<file path="config.mk">
export PLATFORM = sky130hd
export DESIGN_NAME = compr_seq_ctrl
export DESIGN_NICKNAME = d
export VERILOG_FILES = /design/src/rtl/compr_pkg.sv /design/src/rtl/compr_chunk.sv /design/src/rtl/compr_seq_ctrl.sv
export SDC_FILE = /design/constraint.sdc
export NUM_CORES = 1
export LEC_CHECK = 0
export CORE_ASPECT_RATIO = 1.5
export CORE_MARGIN = 2
export CORE_UTILIZATION = 50
export DETAILED_ROUTE_END_ITERATION = 10
export DONT_BUFFER_PORTS = 1
export SYNTH_ARGS = -nofsm -noshare
export SYNTH_HDL_FRONTEND = slang
export SYNTH_SLANG_ARGS = --single-unit
</file>
<file path="constraint.sdc">
create_clock -name clk -period 2.78 [get_ports clk]
set_input_delay 0.834 -clock clk [delete_from_list [all_inputs] [get_ports clk]]
set_output_delay 0.834 -clock clk [all_outputs]
set_load 0.01 [all_outputs]
</file>
<file path="src/rtl/compr_pkg.sv">
// Shared types and helpers for the chunked magnitude-compare sequencer.
// Provides the sequencer state enum, one-hot result encodings {gt,eq,lt},
// and sizing helpers for chunk count, chunk index and compare-count widths.
package compr_pkg;

    typedef enum logic [1:0] {
        IDLE = 2'd0,
        RUN  = 2'd1,
        DONE = 2'd2
    } state_e;

    localparam int unsigned RES_W = 3;

    // One-hot result encodings, bit order {gt, eq, lt}
    localparam logic [RES_W-1:0] RES_NONE = 3'b000;
    localparam logic [RES_W-1:0] RES_GT   = 3'b100;
    localparam logic [RES_W-1:0] RES_EQ   = 3'b010;
    localparam logic [RES_W-1:0] RES_LT   = 3'b001;

    function automatic int unsigned nchunk_f(input int unsigned width, input int unsigned chunk);
        return width / chunk;
    endfunction

    // Compare count must reach NCHUNK itself, hence the extra bit
    function automatic int unsigned cnt_w_f(input int unsigned nchunk);
        return $clog2(nchunk) + 1;
    endfunction

    // Chunk index width; kept at least one bit so NCHUNK = 1 still has a register
    function automatic int unsigned idx_w_f(input int unsigned nchunk);
        return (nchunk > 1) ? $clog2(nchunk) : 1;
    endfunction

endpackage

</file>
<file path="src/rtl/compr_chunk.sv">
// Combinational CHUNK-bit unsigned comparator shared by all chunk steps.
// Ports:
//   a_i, b_i         CHUNK-bit slices to compare
//   gt_c_o/eq_c_o/lt_c_o  one-hot compare result (combinational)
module compr_chunk #(
    parameter int unsigned CHUNK = 2
) (
    input  logic [CHUNK-1:0] a_i,
    input  logic [CHUNK-1:0] b_i,
    output logic             gt_c_o,
    output logic             eq_c_o,
    output logic             lt_c_o
);

    always_comb begin
        gt_c_o = (a_i > b_i);
        eq_c_o = (a_i == b_i);
        lt_c_o = (a_i < b_i);
    end

endmodule

</file>
<file path="src/rtl/compr_seq_ctrl.sv">
// Wide unsigned magnitude compare walked MSB chunk first through one shared
// chunk comparator, with optional early exit on the first unequal chunk.
// Ports:
//   clk, rst        clock and asynchronous active-high reset
//   start, a, b     compare request; operands latched when start is accepted
//   busy            high while chunks are being compared
//   done            one-cycle pulse when gt/eq/lt/ncmp become valid
//   gt, eq, lt      registered one-hot result, held until the next accepted start
//   ncmp            chunk compares used by the last operation
module compr_seq_ctrl
    import compr_pkg::*;
#(
    parameter int unsigned WIDTH      = 8,
    parameter int unsigned CHUNK      = 2,
    parameter bit          EARLY_EXIT = 1'b1,
    localparam int unsigned NCHUNK    = nchunk_f(WIDTH, CHUNK),
    localparam int unsigned CNT_W     = cnt_w_f(NCHUNK)
) (
    input  logic             clk,
    input  logic             rst,
    input  logic             start,
    input  logic [WIDTH-1:0] a,
    input  logic [WIDTH-1:0] b,
    output logic             busy,
    output logic             done,
    output logic             gt,
    output logic             eq,
    output logic             lt,
    output logic [CNT_W-1:0] ncmp
);

    localparam int unsigned IDX_W = idx_w_f(NCHUNK);

    state_e             state_q, state_d;
    logic [WIDTH-1:0]   a_q, a_d;
    logic [WIDTH-1:0]   b_q, b_d;
    logic [IDX_W-1:0]   idx_q, idx_d;
    logic [CNT_W-1:0]   ncmp_q, ncmp_d;
    logic [RES_W-1:0]   res_q, res_d;
    logic [RES_W-1:0]   mis_q, mis_d;
    logic               busy_q, busy_d;
    logic               done_q, done_d;

    logic [CHUNK-1:0]   a_sl_c, b_sl_c;
    logic               cgt_c, ceq_c, clt_c;
    logic [RES_W-1:0]   chunk_res_c;

    // Select the chunk currently addressed by idx
    always_comb begin
        a_sl_c = a_q[idx_q*CHUNK +: CHUNK];
        b_sl_c = b_q[idx_q*CHUNK +: CHUNK];
    end

    compr_chunk #(
        .CHUNK (CHUNK)
    ) u_chunk (
        .a_i    (a_sl_c),
        .b_i    (b_sl_c),
        .gt_c_o (cgt_c),
        .eq_c_o (ceq_c),
        .lt_c_o (clt_c)
    );

    assign chunk_res_c = {cgt_c, ceq_c, clt_c};

    // Next-state and datapath updates
    always_comb begin
        state_d = state_q;
        a_d     = a_q;
        b_d     = b_q;
        idx_d   = idx_q;
        ncmp_d  = ncmp_q;
        res_d   = res_q;
        mis_d   = mis_q;
        busy_d  = 1'b0;
        done_d  = 1'b0;

        case (state_q)
            IDLE, DONE: begin
                state_d = IDLE;
                if (start) begin
                    a_d     = a;
                    b_d     = b;
                    idx_d   = IDX_W'(NCHUNK - 1);
                    ncmp_d  = '0;
                    res_d   = RES_NONE;
                    mis_d   = RES_NONE;
                    state_d = RUN;
                end
            end
            RUN: begin
                ncmp_d = ncmp_q + CNT_W'(1);
                if (!ceq_c && EARLY_EXIT) begin
                    res_d   = chunk_res_c;
                    state_d = DONE;
                end else begin
                    // Only the most significant mismatch decides the result
                    if (!ceq_c && (mis_q == RES_NONE)) begin
                        mis_d = chunk_res_c;
                    end
                    if (idx_q == '0) begin
                        res_d   = (mis_d == RES_NONE) ? RES_EQ : mis_d;
                        state_d = DONE;
                    end else begin
                        idx_d = idx_q - IDX_W'(1);
                    end
                end
            end
            default: state_d = IDLE;
        endcase

        busy_d = (state_d == RUN);
        done_d = (state_d == DONE);
    end

    always_ff @(posedge clk or posedge rst) begin
        if (rst) begin
            state_q <= IDLE;
            a_q     <= '0;
            b_q     <= '0;
            idx_q   <= '0;
            ncmp_q  <= '0;
            res_q   <= RES_NONE;
            mis_q   <= RES_NONE;
            busy_q  <= 1'b0;
            done_q  <= 1'b0;
        end else begin
            state_q <= state_d;
            a_q     <= a_d;
            b_q     <= b_d;
            idx_q   <= idx_d;
            ncmp_q  <= ncmp_d;
            res_q   <= res_d;
            mis_q   <= mis_d;
            busy_q  <= busy_d;
            done_q  <= done_d;
        end
    end

    assign busy = busy_q;
    assign done = done_q;
    assign gt   = res_q[2];
    assign eq   = res_q[1];
    assign lt   = res_q[0];
    assign ncmp = ncmp_q;

endmodule

</file>
# Yosys cells after proc, flatten, opt, wreduce, memory -nomap -nowiden
# Index checks and enable logic that the tools add are counted.
[totals]
reg_bits = 31
latchBits = 0
ramBits = 0
romBits = 0
in_bits = 19
elab_cells = 56
memories = 0
[op_classes]
n_addsub = 2
multipliers = 0
div_mod_pow = 0
order_cmp = 2
eq_ne = 9
n_shift = 2
n_mux = 19
bitwise = 0
n_reduce_logical = 13
[op_table]
columns = ["op", "n"]
rows = [
  ["$mux W3", 8],
  ["$pmux W3 S2", 3],
  ["$shiftx A8 B4 Y2", 2],
  ["$mux W2", 5],
  ["$pmux W2 S2", 2],
  ["$logic_not A3 Y1", 2],
  ["$ne A2 B2 Y1 const B", 3],
  ["$reduce_and A3 Y1", 2],
  ["$eq A2 B1 Y1 const B", 2],
  ["$eq A2 B2 Y1 const B", 2],
  ["$logic_not A2 Y1", 2],
  ["$reduce_and A2 Y1", 2],
  ["$reduce_and A4 Y1", 1],
  ["$add A3 B1 Y3 const B", 1],
  ["$ne A3 B3 Y1 const B", 1],
  ["$eq A2 B2 Y1", 1],
  ["$gt A2 B2 Y1", 1],
  ["$lt A2 B2 Y1", 1],
  ["$reduce_bool A2 Y1", 1],
  ["$reduce_or A2 Y1", 1],
  ["$sub A2 B1 Y2 const B", 1],
  ["$logic_and A1 B1 Y1", 1],
  ["$logic_not A1 Y1", 1],
  ["$mux W1", 1],
]

# Longest topological paths before layout
[logic_depth]
word_depth = 12
ltp_mapped = 8
depth_no_buf = 7

# Hierarchy
# From an unflattened synthesis, not the netlist that was laid out.
[hier_totals]
cells_unflattened = 140
hier_area_um2 = 1416.4
[modules_own_cells]
columns = ["module", "n_inst", "cells_per_inst", "area_per_inst_um2", "seq_area_each_um2"]
rows = [
  ["compr_seq_ctrl", 1, 131, 1353.8, 775.7],
  ["compr_chunk", 1, 9, 62.6, 0.0],
]

# Worst setup path before layout
# Ideal clock, no wire load.
[synth_timing]
path_type = "register to register"
startpoint = "register idx_q[0]"
endpoint = "register idx_q[0]"
setup_ps = 77
arrival_ps = 1865
required_ps = 2703
setup_slack_ps = 837
path_stages_with_launch = 8
path_buffers = 1
period_less_slack_ps = 1943
path_cell_list = "dfrtp_1 buf_2 mux4_2 ha_1 nand2_1 nor3b_4 nor3_1 a21oi_1"
[synth_between]
elab_chain_cells = 4
elab_cells_between_ends = 11
[synth_lines]
columns = ["item", "line", "rtl"]
rows = [
  ["start: declaration", "compr_seq_ctrl.sv:37", "logic [IDX_W-1:0] idx_q, idx_d;"],
  ["start signal: assignment", "compr_seq_ctrl.sv:131", "idx_q <= idx_d;"],
  ["$shiftx A8 B4 Y2, or another cell as far along", "compr_seq_ctrl.sv:50", "a_sl_c = a_q[idx_q*CHUNK +: CHUNK];"],
  ["$eq A2 B2 Y1 or $mux W2 (tied branches)", "compr_chunk.sv:17, compr_seq_ctrl.sv:101", ""],
  ["$ne A2 B2 Y1 (no source line) or $mux W2 (tied branches)", "-", ""],
  ["$reduce_and A4 Y1 (no source line) or $pmux W2 S2 (tied branches)", "-", ""],
]
# Parallel ways exist; a longest one is shown, timed or not. The select of a mux whose other input is x is not followed.
# A chain may end at the register's enable or synchronous reset.

# Final worst setup path
# Ends and elaborated chain as after synthesis.

==> impl_results.md <==
- Type of the worst min-delay path: flip-flop to flip-flop
- N_diodes: 0
- FF-to-FF Start: idx_q[0]
- Setup violators final: 0
- Status: finished clean
- Yosys warnings: 0
- Routed wire length: 2370 µm
- All-Layer GR Usage: 17.9%
- CTS buffer count: 5
- Final Hold Vio Count: 0
- Final Skew: 3.82 ps
- P&R area growth vs syn: 10.1%
- Overflow after GRT: 0
- Share of cells above drive strength 1: 12.1%
- Final nets: 162
- Lkg Pwr: 0.782 nW
- Post-cts sizing count: 0
- Via count: 900
- Max Cap Viol: 0
- Most common cell after layout, fill and taps aside: nand2_1
- #FFs+latches synth: 31
- Final Slew Violations: 0
- Clock root buffer: clkbuf_8
- Worst endpoint required time: 2990 ps
- First DRT Iteration DRCs: 12
- Die Span X: 46.9 µm
- Avg Synthesized Cell Area: 10.2 µm²
- Initial antenna violation count: 0
- Reg clk slew, reported paths: 60 ps
- DR WL/cell: 13.4 µm
- Crit path DAT: 2350 ps
- Cells after Synth: 135
- Slew headroom: 48.0%
- Hold bufs inserted after CTS: 0
- CP max FO: 7
- Worst VDD drop: 482 µV
- Pwr/cell area: 1120 nW/µm²
- Commonest non-fill, non-tap cells in the layout: nand2_1, dfrtp_1, inv_1, clkbuf_8
- Insertion delay to the later sink of the worst-skew pair: 280 ps
- Placed cell count: 169
- Drt pass-1 iters: 3
- Most used flip-flop cell after synthesis: dfrtp_1
- Final min period: 2140 ps
- Synthesized area: 1380 µm²
- Input/output buffers: 0
- Asr flop ratio synth: 100%
- Slew @ Worst Pin: 780 ps
- Crit Path Category: flip-flop to flip-flop
- GP Congestion: 0.757
- Largest net degree at the start of global routing: 32
- Vias in the first global route: 876
- Clock Tree Buf Depth: 2
- Post-synth EDFFs: 0
- Worst setup SP type: flip-flop
- Clock sink count: 31
- Upper clock frequency limit: 0.468 GHz
- Post-route clock period utilization: 76.9%
- Worst reg2reg endpoint: idx_q[0]
- DIE HEIGHT: 68.4 µm
- Post-synth cell types: 25
- Number of remaining DRC errors: 0
- Reg2reg path depth: 6
- Layout Cells excl Fill: 177
- Die Area: 3210 µm²
- Reg-to-reg slack, setup: 640 ps
- Antenna Violating Nets Remaining: 0
- Sequential element share of the synthesized area: 56.2%
- Initial Util: 52.2%
- Setup crit end kind: flip-flop
- Crit path to: idx_q[0]
- RSZ-0062 raised after global routing: false
- Post-CTS setup buffers: 0
- Num ports: 27
- Rows: 23
- CTS tree: done
- Setup TNS: 0 ps
- Htree depth: 2
- First-pass GRT wire length: 3870 µm
- Routed vias/inst: 5.08
- Net count after synthesis: 158
- Core Area: 2650 µm²
- DP Wirelength: 1680 µm
- Critical path origin: idx_q[0]
cells in the mapped netlist, drive strengths merged, types with 3 or more instances:
| library cell | count | area, µm² |
|---|---|---|
| nor2 | 4 | 15.0 |
| buf | 3 | 15.0 |
| nand2b | 3 | 18.8 |
| nand2 | 51 | 191 |
| inv | 7 | 26.3 |
| dfrtp | 31 | 776 |
| mux4 | 4 | 90.1 |
| a22o | 3 | 26.3 |
| a21oi | 3 | 15.0 |
| ha | 4 | 50.1 |
| and2 | 3 | 18.8 |
worst min path at each step:
stage	startpoint	end	slack, ps	cells after the start
6_report	a_q[6]	a_q[6]	470	2
5_1_grt	mis_q[1]	mis_q[1]	500	1
4_1_cts	a_q[2]	a_q[2]	480	2
3_5_place_dp	a_q[3]	a_q[3]	460	2
3_3_place_gp	b_q[5]	b_q[5]	460	2
2_1_floorplan	a_q[4]	a_q[4]	440	2
cell families after synthesis:
group / after synthesis / synth area share, %
fa+ha+maj: 4 / 3.62
xor+xnor: 2 / 1.27
buf+inv: 12 / 3.53
mux: 5 / 7.34
flops: 31 / 56.2
compound gates: 11 / 5.62
simple gates: 70 / 22.5
final cells by class:
class	count	area (µm²)
Clock buffer	8	100
Fill cell	249	1130
Inverter	7	26.3
Multi-Input combinational cell	92	557
Sequential cell	31	776
Tap cell	37	46.3
Timing Repair Buffer	2	15.0
worst max-delay path: stages, from the launching register on:
cell     delay (ps)
dfrtp_1         520
mux4_2          540
ha_1            330
nand2_1         150
nor3b_4         320
nor3_1           80
a21oi_1         120
flip-flops by register name (all words and copies together) (netlist names):
name     count
a_q          8
b_q          8
mis_q        3
ncmp         3
res_q        3
idx_q        2
state_q      2
busy         1
done         1
report_power, final:
group | switching (W) | internal (W)
registers | 0.000135 | 0.000617
logic | 0.000298 | 0.000268
clock network | 0.000158 | 0.000225
total | 0.000591 | 0.00111
per-layer routing:
layer | vias to the layer above | global-route usage [%] | share of wire, %
li1 | 443 | - | -
met1 | 431 | 18.9 | 40
met2 | 23 | 30.0 | 53
met3 | 3 | 7.65 | 6.1
met4 | 0 | 8.33 | 1.4
met5 | - | 0 | 0
per-stage QoR:
step           hold slack [ps]  utilization, %  setup WS, ps  cell area, µm²  power [W]
2_1_floorplan              440               -           837            1380    0.00122
3_3_place_gp               457            53.6           689            1420    0.00131
3_5_place_dp               462            53.6           615            1420    0.00134
4_1_cts                    480            57.4           590            1520    0.00174
5_1_grt                    496            57.4           441            1520    0.00186
6_report                   472            57.4           643            1520    0.00170
No activity file was read; power rests on OpenSTA's default activity.
